### src/rtl/des_sbox_sched.sv
// des_sbox_sched: runs a 48-bit DES S-box input through S1..S8 over several cycles, valid/ready on both sides.
// Build option: define DES_SBOX_SCHED_PAR2_EN to evaluate two S-boxes per cycle (4-cycle run instead of 8).
module des_sbox_sched (
    input  logic        clk,
    input  logic        rst,
    input  logic        in_valid,
    input  logic [1:48] in_data,
    output logic        in_ready,
    output logic        out_valid,
    output logic [1:32] out_data,
    input  logic        out_ready,
    output logic        busy
);

`ifdef DES_SBOX_SCHED_PAR2_EN
    localparam int IDX_W = 2;
`else
    localparam int IDX_W = 3;
`endif
    localparam logic [IDX_W-1:0] IDX_LAST = '1;

    // One entry per S-box: 64 nibbles, row-major (row = {b1,b6}, column = b2..b5), entry 0 in the top nibble.
    localparam logic [255:0] SBOX [0:7] = '{
        256'hE4D12FB83A6C59070F74E2D1A6CB953841E8D62BFC973A50FC8249175B3EA06D,
        256'hF18E6B34972DC05A3D47F28EC01A69B50E7BA4D158C6932FD8A13F42B67C05E9,
        256'hA09E63F51DC7B428D70934A6285ECBF1D6498F30B12C5AE71AD069874FE3B52C,
        256'h7DE3069A1285BC4FD8B56F03472C1AE9A690CB7DF13E52843F06A1D8945BC72E,
        256'h2C417AB6853FD0E9EB2C47D150FA3986421BAD78F9C5630EB8C71E2D6F09A453,
        256'hC1AF92680D34E75BAF427C9561DE0B389EF528C3704A1DB6432C95FABE17608D,
        256'h4B2EF08D3C975A61D0B7491AE35C2F8614BDC37EAF6805926BD814A7950FE23C,
        256'hD2846FB1A93E50C71FD8A374C56B0E927B419CE206ADF35821E74A8DFC90356B
    };

    typedef enum logic [1:0] {
        ST_IDLE,
        ST_RUN,
        ST_DONE
    } state_t;

    state_t           r_state;
    logic [IDX_W-1:0] r_idx;
    logic [47:0]      r_blk;
    logic [31:0]      r_shadow;
    logic [31:0]      r_out;
    logic             r_out_valid;
    logic             r_busy;
    logic             r_idle;
    logic [31:0]      w_shadow_nxt;

    // Selects chunk `box` of the latched block and looks it up in S(box+1).
    function automatic logic [3:0] f_lookup(input logic [2:0] box, input logic [47:0] blk);
        logic [5:0] chunk;
        logic [5:0] addr;
        chunk = blk[47 - 6*int'(box) -: 6];
        addr  = {chunk[5], chunk[0], chunk[4:1]};
        return SBOX[box][255 - 4*int'(addr) -: 4];
    endfunction

    always_comb begin
        w_shadow_nxt = r_shadow;
`ifdef DES_SBOX_SCHED_PAR2_EN
        w_shadow_nxt[31 - 8*int'(r_idx) -: 4] = f_lookup({r_idx, 1'b0}, r_blk);
        w_shadow_nxt[27 - 8*int'(r_idx) -: 4] = f_lookup({r_idx, 1'b1}, r_blk);
`else
        w_shadow_nxt[31 - 4*int'(r_idx) -: 4] = f_lookup(r_idx, r_blk);
`endif
    end

    always_ff @(posedge clk) begin
        if (rst) begin
            r_state     <= ST_IDLE;
            r_idx       <= '0;
            r_blk       <= '0;
            r_shadow    <= '0;
            r_out       <= '0;
            r_out_valid <= 1'b0;
            r_busy      <= 1'b0;
            r_idle      <= 1'b1;
        end else begin
            case (r_state)
                ST_IDLE: begin
                    if (in_valid) begin
                        r_blk   <= in_data;
                        r_idx   <= '0;
                        r_busy  <= 1'b1;
                        r_idle  <= 1'b0;
                        r_state <= ST_RUN;
                    end
                end
                ST_RUN: begin
                    r_shadow <= w_shadow_nxt;
                    r_idx    <= r_idx + 1'b1;
                    // Publish only once the last nibble lands so out_data never shows a partial result.
                    if (r_idx == IDX_LAST) begin
                        r_out       <= w_shadow_nxt;
                        r_out_valid <= 1'b1;
                        r_busy      <= 1'b0;
                        r_state     <= ST_DONE;
                    end
                end
                ST_DONE: begin
                    if (out_ready) begin
                        r_out_valid <= 1'b0;
                        if (in_valid) begin
                            r_blk   <= in_data;
                            r_idx   <= '0;
                            r_busy  <= 1'b1;
                            r_state <= ST_RUN;
                        end else begin
                            r_idle  <= 1'b1;
                            r_state <= ST_IDLE;
                        end
                    end
                end
                default: begin
                    r_state <= ST_IDLE;
                    r_idle  <= 1'b1;
                    r_busy  <= 1'b0;
                end
            endcase
        end
    end

    // The DONE term has to follow out_ready combinationally to allow a back-to-back accept.
    assign in_ready  = r_idle | (r_out_valid & out_ready);
    assign out_valid = r_out_valid;
    assign out_data  = r_out;
    assign busy      = r_busy;

endmodule

### config.mk
export PLATFORM = sky130hd
export DESIGN_NAME = des_sbox_sched
export DESIGN_NICKNAME = d
export VERILOG_FILES = /design/src/rtl/des_sbox_sched.sv
export SDC_FILE = /design/constraint.sdc
export NUM_CORES = 1
export LEC_CHECK = 0
export ABC_AREA = 1
export CAP_MARGIN = 30
export CORE_MARGIN = 2
export CORE_UTILIZATION = 40
export DETAILED_ROUTE_END_ITERATION = 6
export SLEW_MARGIN = 20
export SYNTH_ARGS = -nofsm -noshare
export SYNTH_HDL_FRONTEND = slang
export SYNTH_SLANG_ARGS = --single-unit
export TNS_END_PERCENT = 50
### constraint.sdc
create_clock -name clk -period 4.45 [get_ports clk]
set_clock_uncertainty 0.05 [all_clocks]
set_input_delay 1.1125 -clock clk [delete_from_list [all_inputs] [get_ports clk]]
set_output_delay 1.1125 -clock clk [all_outputs]
set_load 0.005 [all_outputs]
After elaboration in Yosys (flattened, before gate mapping)
Memory sizes are Yosys's and may differ from the RTL's.
Index checks and enable logic that the tools add are counted.
{"block": "totals", "rom_bits": 2048, "reg_bits": 120, "inputBits": 52, "memories": 1, "output_inout_bits": 35, "wordCells": 67}
{"name": "(name not given)", "words": 8, "word_bits": 256, "read_ports": 1, "rd_clocked_by_memory_dff": 0, "wr": 0, "line_no": "56", "text": "return SBOX[box][255 - 4*int'(addr) -: 4];"}
{"block": "op_classes", "eq_ne": 7, "magnitude_cmp": 1, "n_addsub": 5, "bitwise_logic": 4, "reduce_logical": 11, "shifts": 4, "mul": 1, "mux": 25}
{"cell": "256-bit two-way mux", "count": 2}
{"cell": "259-bit by 9-bit variable part select with 4-bit output", "count": 1}
{"cell": "48-bit two-way mux", "count": 2}
{"cell": "48-bit one-hot mux with 2 select lines", "count": 1}
{"cell": "53-bit by 7-bit variable part select with 6-bit output", "count": 1}
{"cell": "4-bit by 33-bit variable shift with 35-bit output (first input constant)", "count": 1}
{"cell": "4-bit by 33-bit variable part select with 35-bit output", "count": 1}
{"cell": "6-bit negator with 33-bit output", "count": 1}
{"cell": "32-bit bitwise mux", "count": 1}
{"cell": "1-bit two-way mux", "count": 9}
{"cell": "3-bit one-hot mux with 3 select lines", "count": 1}
{"cell": "8-bit by 8-bit subtractor with 9-bit output (first input constant)", "count": 1}
{"cell": "2-bit inequality test (second input constant)", "count": 4}
{"cell": "2-bit AND reduction", "count": 4}
{"cell": "6-bit by 6-bit subtractor with 7-bit output (first input constant)", "count": 1}
{"cell": "2-bit two-way mux", "count": 3}
{"cell": "3-bit two-way mux", "count": 2}
{"cell": "1-bit one-hot mux with 3 select lines", "count": 2}
{"cell": "2-bit one-hot mux with 3 select lines", "count": 1}
{"cell": "3-bit AND reduction", "count": 2}
{"cell": "5-bit by 5-bit subtractor with 6-bit output (first input constant)", "count": 1}
{"cell": "2-bit by 3-bit multiplier with 5-bit output (first input constant)", "count": 1}
{"cell": "4-bit >= comparator (second input constant)", "count": 1}
{"cell": "3-bit NOT with 4-bit output", "count": 1}
{"cell": "other kinds (12)", "count": 13}

Longest topological paths before layout
Gate-level depths: netlist of run 1.
{"block": "logic_depth", "ltp_word": 7, "ltp_mapped": 32, "depth_no_buf": 29}

Worst setup path after synthesis of run 1
Ideal clock, no wire load.
{"block": "synth_timing", "kind": "reg-to-reg", "start": "register r_idx[2]", "end": "register r_shadow[22]", "path_slack_ns": 0.453, "setup_ns": 0.128, "arrival_time_ns": 3.819, "n_path_buf": 5, "synth_period_minus_slack_ns": 3.997, "stages_incl_launch_ff": 28, "required_ns": 4.272, "cell_sequence": "dfxtp_1 -> buf_4 -> inv_2 -> clkbuf_1 -> fa_1 -> nand2_1 -> nand2_1 -> buf_4 -> ha_1 -> inv_2 -> buf_6 -> nand2_1 -> o21a_1 -> nor2_1 -> nor2_1 -> nand2_2 -> clkbuf_1 -> nand3_1 -> nand2_1 -> nand2_1 -> nand3_1 -> nand3_1 -> nand3_1 -> nand3_2 -> nand3_1 -> nand2_1 -> nand2_1 -> a21oi_1"}
{"block": "synth_via", "elab_chain_len": 7}
{"item": "start: declaration", "line_no": "41", "text": "logic [IDX_W-1:0] r_idx;"}
{"item": "start signal: assignment", "line_no": "92", "text": "r_idx <= r_idx + 1'b1;"}
{"item": "2-bit by 3-bit multiplier with 5-bit output or 3-bit NOT with 4-bit output (tied branches)", "line_no": "54, 56"}
{"item": "6-bit by 6-bit subtractor with 7-bit output or memory 8 x 256 bit (tied branches)"}
{"item": "53-bit by 7-bit variable part select with 6-bit output or 256-bit two-way mux (tied branches)", "line_no": "54, 56"}
{"item": "8-bit by 8-bit subtractor with 9-bit output or 256-bit two-way mux (tied branches)", "line_no": "56"}
{"item": "259-bit by 9-bit variable part select with 4-bit output", "line_no": "56"}
{"item": "4-bit by 33-bit variable part select with 35-bit output", "line_no": "65", "text": "w_shadow_nxt[31 - 4*int'(r_idx) -: 4] = f_lookup(r_idx, r_blk);"}
{"item": "32-bit bitwise mux (*)", "line_no": "65"}
{"item": "end signal: assignment", "line_no": "91", "text": "r_shadow <= w_shadow_nxt;"}
{"item": "end: declaration", "line_no": "43", "text": "logic [31:0] r_shadow;"}
Every way passes the cells marked *; elsewhere a longest branch is shown, timed or not. The select of a mux whose other input is x is not followed.
A chain may end at the register's enable or synchronous reset.

Worst setup path in the final report of run 1
{"block": "layout_timing", "start": "register r_idx[1]", "end": "register r_out[16] (netlist: out_data[16])"}
{"block": "layout_via", "elab_chain_len": 7}
{"item": "2-bit by 3-bit multiplier with 5-bit output or 3-bit NOT with 4-bit output (tied branches)", "line_no": "54, 56"}
{"item": "6-bit by 6-bit subtractor with 7-bit output or memory 8 x 256 bit (tied branches)"}
{"item": "53-bit by 7-bit variable part select with 6-bit output or 256-bit two-way mux (tied branches)", "line_no": "54, 56"}
{"item": "8-bit by 8-bit subtractor with 9-bit output or 256-bit two-way mux (tied branches)", "line_no": "56"}
{"item": "259-bit by 9-bit variable part select with 4-bit output", "line_no": "56"}
{"item": "4-bit by 33-bit variable part select with 35-bit output", "line_no": "65"}
{"item": "32-bit bitwise mux", "line_no": "65"}
{"item": "end signal: assignment", "line_no": "95", "text": "r_out <= w_shadow_nxt;"}
{"item": "end: declaration", "line_no": "44", "text": "logic [31:0] r_out;"}
Parallel ways exist; a longest one is shown, timed or not. The select of a mux whose other input is x is not followed.

==> results.md, run 1 <==
* FP Rows at 56
* Max Slew Vio Count at 0
* WHS Endpoint: r_blk[0]$_SDFFE_PP0P_
* CP Launch Type: flop
* Layout Utilization at between 40% and 50%
* FMAX at 241 MHz
* ANT nets after route at 0
* Hold Crit Depth at 2
* Post-Place Cells at about 2000
* Final Hold Vio Count at 0
* Worst Max-Slew Pin Slew at between 0.8 and 0.9 ns
* CTS tree: built
* Worst-Skew Late Latency at 0.42 ns
* CTS Buf Count at 17
* Setup slack, reg-to-reg at 0.30 ns
* Critical-path top delay cell: dfxtp_1
* Avg Cell Area, Syn at 5.77 um^2
* Vias in the first global route at 10400
* Longest Clk Path Bufs at 2
* EDFF count, synth at 0
* Power, Total at 4370 uW
* Setup_tns at 0 ns
* Routed WL at around 38000 um
* R2R depth at 29
* RePlAce Congestion at approximately 0.95
* Tcrit/Tclk final at 93.2%
* First-pass GRT wire length at 58900 um
* DIE AREA at 0.0249 mm^2
* Post-CTS Hold Buffers at 0
* Port bufs at 86
* Number of synthesized register bits at 116
* GRT Overall Usage at 30.1%
* DRC at 0
* DPL Wire Length at 26500 um
* Clock sinks at 116
* Grt ovf at 0
* Mapped Cells at about 1600
* Critical path arrival at 4.42 ns
* Status: finished clean
* Largest net degree at the start of global routing at 64
* Starting DRT DRC Count at 1357
* Diodes inserted at 0
* Pleak at 0.00537 uW
* CP max FO at 34
* Max cap viols at 0
* Worst r2r src: r_idx[1]$_SDFFE_PP0P_
* Routed vias at about 12000
* Seq/Total Area, Yosys at 24.5%
* Synth Warn # at 0
* Maximum VDD drop at 253 uV
* DR vias/cell at ~5.7
* Die Ht at 158 um
* Clock slew at reported path FFs at 0.06 ns
* CP endpoint kind: flop
* Crit path top cell by count: nand2_1
* DRT Pass-1 Iters at 6
* HP Start: r_blk[0]$_SDFFE_PP0P_
* Layout Nets at 1770
* Final non-filler cell total at between 2000 and 2500
* Antenna violations before repair at 0
* Main flop type after synthesis: dfxtp_1
* Minimum clock period at 4.15 ns
* Hold WC Path Type: reg2reg
* Required time worst endpoint at 4.72 ns
* I/O pins at 87
* Post-synth cell types at 34
* Async S/R FF share, synth at 0%
* Syn Std Cell Area at 0.00947 mm^2
* CTS HTree Levels at 4
* Reg2reg end: out_data[16]$_SDFFE_PP0P_
* Final setup fails at 0
* Mapped Nets at roughly 1700
* Drt wl/cell at around 19 um
* CORE AREA at 0.0233 mm^2
* Layout cell share with drive strength beyond 1 at 8.31%
* Setup ws final at 0.303 ns
* Max-slew headroom at 44.8%
* Area growth from synthesis to layout at 21.2%
* PwrDens at 381 mW/mm^2
* Initial core utilization at just over 40%
* Setup CP Type: reg2reg
* Pre-CTS WS at 0.199 ns
* Root Driver: clkbuf_16
* Chip width at 158 um
* Largest stage delay, worst path at between 0.3 and 0.4 ns
==> through the flow <==
stage	instance area (um^2)	hold slack (ns)
detailed placement	10700	0.412
finish	11500	0.425
global placement	10700	0.398
global route	11500	0.445
floorplan	9470	0.380
CTS	11300	0.420
==> placed cells by master (no fill, tap or decap), drive strengths merged <==
master,instances
o2111ai,2
ha,22
inv,118
bufinv,3
o221ai,1
clkinvlp,3
o31ai,2
nand2,392
clkdlybuf4s50,86
fa,1
nand3b,8
a221oi,1
nand3,432
a211oi,1
a31oi,2
clkbuf,23
dfxtp,116
buf,58
or2,18
nor2,205
o211ai,3
clkinv,6
a21oi,62
a21o,1
nand4,10
o21ai,115
o21a,17
==> what timing repair did <==
| action | 4_1_cts | 5_1_grt |
|---|---|---|
| setup endpoints to repair | 0 | 59 |
| gates resized for setup | 0 | 12 |
| setup buffers | 0 | 2 |
==> worst max-delay path by stage <==
stage	start	depth (start not counted)	to	slack [ns]
2_1_floorplan	r_idx[2]$_SDFFE_PP0P_	27	r_shadow[22]$_SDFFE_PP0P_	0.45
3_3_place_gp	r_idx[1]$_SDFFE_PP0P_	29	out_data[16]$_SDFFE_PP0P_	0.20
3_5_place_dp	r_idx[1]$_SDFFE_PP0P_	29	out_data[16]$_SDFFE_PP0P_	0.20
4_1_cts	r_idx[1]$_SDFFE_PP0P_	29	out_data[16]$_SDFFE_PP0P_	0.17
5_1_grt	r_idx[1]$_SDFFE_PP0P_	28	r_shadow[8]$_SDFFE_PP0P_	-0.01
6_report	r_idx[1]$_SDFFE_PP0P_	29	out_data[16]$_SDFFE_PP0P_	0.30
==> registers in the layout, indices dropped and copies added (netlist names) <==
name,cells
out_data,32
r_idx,3
out_valid,1
r_state,2
r_shadow,28
r_idle,1
busy,1
r_blk,48
==> cells by family (layout without fill, tap and decap cells) <==
kind of cell	Yosys count	count (layout)	synth area share (%)
AOI/OAI and AO/OA	207	207	11.8
adders and majority gates	23	23	3.12
buffers and inverters	231	297	11.0
DFF	116	116	24.5
and+or+nand+nor	1065	1065	49.6
==> worst max-delay path, delay by kind of cell, from the launching register on <==
| family | cells | cell delay [ns] |
|---|---|---|
| fa+ha+maj | 3 | 0.81 |
| buf+inv | 6 | 0.81 |
| flops | 1 | 0.38 |
| simple gates | 20 | 1.97 |
==> power by group <==
part | switching, uW | internal (uW) | total (uW) | leakage [uW]
sequential | 41.3 | 1100 | 1140 | 0.000952
combinational | 1180 | 598 | 1770 | 0.00413
clock | 561 | 887 | 1450 | 0.000288
==> per-layer routing <==
| metal | GRT usage [%] | wire length, um | part of all wire [%] |
|---|---|---|---|
| met5 | 0 | 0 | 0 |
| met4 | 13.2 | 1700 | 4.4 |
| met3 | 4.41 | 3080 | 8.0 |
| met2 | 46.3 | 17000 | 44 |
| met1 | 41.7 | 16700 | 43 |
==> synthesized netlist by cell type (3+ instances only) <==
cell / instances / share of area, %
nand3_1: 428 / 23
nand2_1: 384 / 15
nor2_1: 202 / 8.0
dfxtp_1: 116 / 25
inv_1: 107 / 4.2
o21ai_0: 103 / 5.4
a21oi_1: 62 / 3.3
clkbuf_1: 49 / 1.9
buf_2: 35 / 1.9
ha_1: 22 / 2.9
buf_4: 18 / 1.4
or2_2: 18 / 1.2
o21a_1: 17 / 1.3
o21ai_1: 12 / 0.63
nand4_1: 10 / 0.66
buf_6: 8 / 0.95
inv_2: 8 / 0.32
nand2_2: 8 / 0.53
nand3b_1: 8 / 0.63
buf_1: 5 / 0.20
nand3_2: 3 / 0.32
o211ai_1: 3 / 0.24
==> final cells by class <==
| class | instances | area [um^2] |
|---|---|---|
| Clock buffer | 18 | 429 |
| Inverter | 116 | 440 |
| Clock inverter | 14 | 175 |
| Tap cell | 319 | 399 |
| Sequential cell | 116 | 2320 |
| Fill cell | 2521 | 11900 |
| Timing Repair Buffer | 149 | 1570 |
| Multi-Input combinational cell | 1295 | 6140 |
Power figures use the tool's default switching activity.
==> inputs of run 2 (changes only) <==
--- a/config.mk
+++ b/config.mk
@@ -10,7 +10,6 @@
 export CORE_MARGIN = 2
 export CORE_UTILIZATION = 40
 export DETAILED_ROUTE_END_ITERATION = 6
-export SLEW_MARGIN = 20
 export SYNTH_ARGS = -nofsm -noshare
 export SYNTH_HDL_FRONTEND = slang
 export SYNTH_SLANG_ARGS = --single-unit
==> results of run 2 <==
Final layout, timing and power as in run 1 (identical DEF).
==> inputs of run 3 (changes only) <==
--- a/config.mk
+++ b/config.mk
@@ -8,7 +8,7 @@
 export ABC_AREA = 1
 export CAP_MARGIN = 30
 export CORE_MARGIN = 2
-export CORE_UTILIZATION = 40
+export CORE_UTILIZATION = 35
 export DETAILED_ROUTE_END_ITERATION = 6
 export SYNTH_ARGS = -nofsm -noshare
 export SYNTH_HDL_FRONTEND = slang
==> run 3 against run 2 <==
Net effect:
- count of clock-buffer cells in the layout decreased by 1
- critical path depth decreased by 1
- cell area about the same
- wire length rose by 1.1%
- via count is 0.40% higher
- die area is 14% higher
==> results.md, run 3 (synthesis results as in run 1) <==
* Chip width at 168 um (was 158 um)
* Drt wl/cell at 18.9 um (was 19.0 um)
* Post-CTS Hold Buffers at 0 (unchanged)
* Critical-path top delay cell: fa_1 (was dfxtp_1)
* Vias in the first global route at 10800 (was 10400)
* Register Area at 0.00232 mm^2 (unchanged)
* Setup_tns at 0 ns (unchanged)
* Root Driver: clkbuf_16 (unchanged)
* CTS HTree Levels at 4 (unchanged)
* FMAX at 240 MHz (was 241 MHz)
* Unrepaired setup endpoints after global routing: no
* Flip-flop count of the largest register after layout at 48 (unchanged)
* Clock sinks at 116 (unchanged)
* CP Launch Type: flop (unchanged)
* Most frequent cells in the layout: 427 x nand3_1, 383 x nand2_1, 199 x nor2_1 (was 426 x nand3_1, 384 x nand2_1, 199 x nor2_1)
* Layout cell share with drive strength beyond 1 at 8.75% (was 8.31%)
* Largest stage delay, worst path at 0.37 ns (was 0.38 ns)
* GRT Overall Usage at 27.0% (was 30.1%)
* FP Rows at 60 (was 56)
* Most common cell after layout, fill and taps aside: nand3_1 (unchanged)
* Worst Max-Slew Pin Slew at 0.702 ns (was 0.825 ns)
* PwrDens at 377 mW/mm^2 (was 381 mW/mm^2)
* Post-Place Cells at 2021 (was 1988)
* Internal power at 2540 uW (was 2590 uW)
* Hold Crit Depth at 2 (unchanged)
* Hold WS at 0.420 ns (was 0.425 ns)
* DRC at 0 (unchanged)
* Area growth from synthesis to layout at 21.1% (was 21.2%)
* CTS Buf Count at 17 (unchanged)
* Clock slew at reported path FFs at 0.07 ns (was 0.06 ns)
* First-pass GRT wire length at 60500 um (was 58900 um)
* Antenna violations before repair at 0 (unchanged)
* Diodes inserted at 0 (unchanged)
* R2R depth at 28 (was 29)
* Most flop-heavy register: r_blk (unchanged)
* Final Hold Vio Count at 0 (unchanged)
* Layout Nets at 1777 (was 1770)
* Hold WC Path Type: reg2reg (unchanged)
* Die Ht at 168 um (was 158 um)
* Crit path top cell by count: nand2_1 (unchanged)
* DR vias/cell at 5.68 (was 5.74)
* Final non-filler cell total at 2056 (was 2027)
* Grt ovf at 0 (unchanged)
* Minimum clock period at 4.17 ns (was 4.15 ns)
* Layout Utilization at 42.9% (was 49.2%)
* Max-slew headroom at 53.1% (was 44.8%)
* RePlAce Congestion at 1.01 (was 0.955)
* Footprint of the multi-input gates at 0.00613 mm^2 (was 0.00614 mm^2)
* CTS tree: built (unchanged)
* Status: finished clean (unchanged)
* Cell Area, Placed at 0.0108 mm^2 (was 0.0107 mm^2)
* CP endpoint kind: flop (unchanged)
* Seq pwr share at 26.5% (was 26.2%)
* Tcrit/Tclk final at 93.8% (was 93.2%)
* CP max FO at 20 (was 34)
* Largest net degree at the start of global routing at 65 (was 64)
* Final setup fails at 0 (unchanged)
* Initial core utilization at 35.4% (was 40.6%)
* Critical path arrival at 4.42 ns (about the same)
* Longest Clk Path Bufs at 2 (unchanged)
* DIE AREA at 0.0284 mm^2 (was 0.0249 mm^2)
* Routed vias at 11700 (was 11600)
* Pleak at 0.00537 uW (about the same)
* Clk pwr share at 32.5% (was 33.2%)
* Sw power at 1790 uW (was 1780 uW)
* Max cap viols at 0 (unchanged)
* Port bufs at 86 (unchanged)
* Routed WL at 38900 um (was 38500 um)
* Maximum VDD drop at 278 uV (was 253 uV)
* Setup CP Type: reg2reg (unchanged)
* Filler cell count at 2904 (was 2521)
* I/O pins at 87 (unchanged)
* Combinational power share at 41.1% (was 40.6%)
* Required time worst endpoint at 4.70 ns (was 4.72 ns)
* Max Slew Vio Count at 0 (unchanged)
* Sw Share at 41.4% (was 40.7%)
* CORE AREA at 0.0267 mm^2 (was 0.0233 mm^2)
* Starting DRT DRC Count at 1551 (was 1357)
* ANT nets after route at 0 (unchanged)
* DRT Pass-1 Iters at 6 (unchanged)
* DPL Wire Length at 27200 um (was 26500 um)
* Design Area, Final at 0.0115 mm^2 (about the same)
* Worst-Skew Late Latency at 0.42 ns (about the same)
==> run 3: timing repair <==
item                                    4_1_cts  5_1_grt
hold endpoints to repair                      0        0
setup buffers                                 0        2
gates resized for setup                       0        6
endpoints found under the setup margin        0       56
==> run 3: critical path: cells and delay by family (launching register included) <==
| kind | cells | cell delay, ns |
|---|---|---|
| simple gates | 17 | 1.69 |
| buf+inv | 6 | 0.93 |
| fa+ha+maj | 3 | 0.78 |
| flops | 1 | 0.35 |
| compound gates | 2 | 0.24 |
==> run 3: path summary, 6_finish.rpt <==
kind	start	end	slack [ns]
worst max register to register	r_idx[1]$_SDFFE_PP0P_	r_shadow[25]$_SDFFE_PP0P_	0.28
worst max-delay path	r_idx[1]$_SDFFE_PP0P_	r_shadow[25]$_SDFFE_PP0P_	0.28
worst min register to register	r_blk[16]$_SDFFE_PP0P_	r_blk[16]$_SDFFE_PP0P_	0.42
worst min-delay path	r_blk[16]$_SDFFE_PP0P_	r_blk[16]$_SDFFE_PP0P_	0.42
==> run 3: routing by layer <==
| metal | track usage (%) | share of wire, % | vias up |
|---|---|---|---|
| met5 | 0 | 0 | - |
| met1 | 37.9 | 45 | 5371 |
| li1 | - | - | 5553 |
| met4 | 12.4 | 4.2 | 0 |
| met3 | 4.51 | 8.6 | 121 |
| met2 | 40.3 | 42 | 631 |
==> run 3: power groups by stage <==
stage | clock [uW] | sequential, uW | combinational, uW
global placement | 0 | 1160 | 1740
finish | 1410 | 1140 | 1780
CTS | 1430 | 1140 | 1720
global route | 1480 | 1150 | 1920
floorplan | 0 | 1150 | 1140
detailed placement | 0 | 1160 | 1710
==> run 3: final cells by class <==
cell class,instances,share of cell area [%]
clock inverters,15,1.48
flip-flops and latches,116,20.3
repair buffers,156,13.6
inverters,116,3.80
clock buffers,17,3.71
multi-input cells,1295,53.5
well taps,341,3.72
==> run 3: through the flow <==
step,setup slack (ns),total power [uW]
5_1_grt,0.00221,4550
3_3_place_gp,0.276,2900
3_5_place_dp,0.246,2880
6_report,0.278,4330
2_1_floorplan,0.453,2290
4_1_cts,0.232,4290
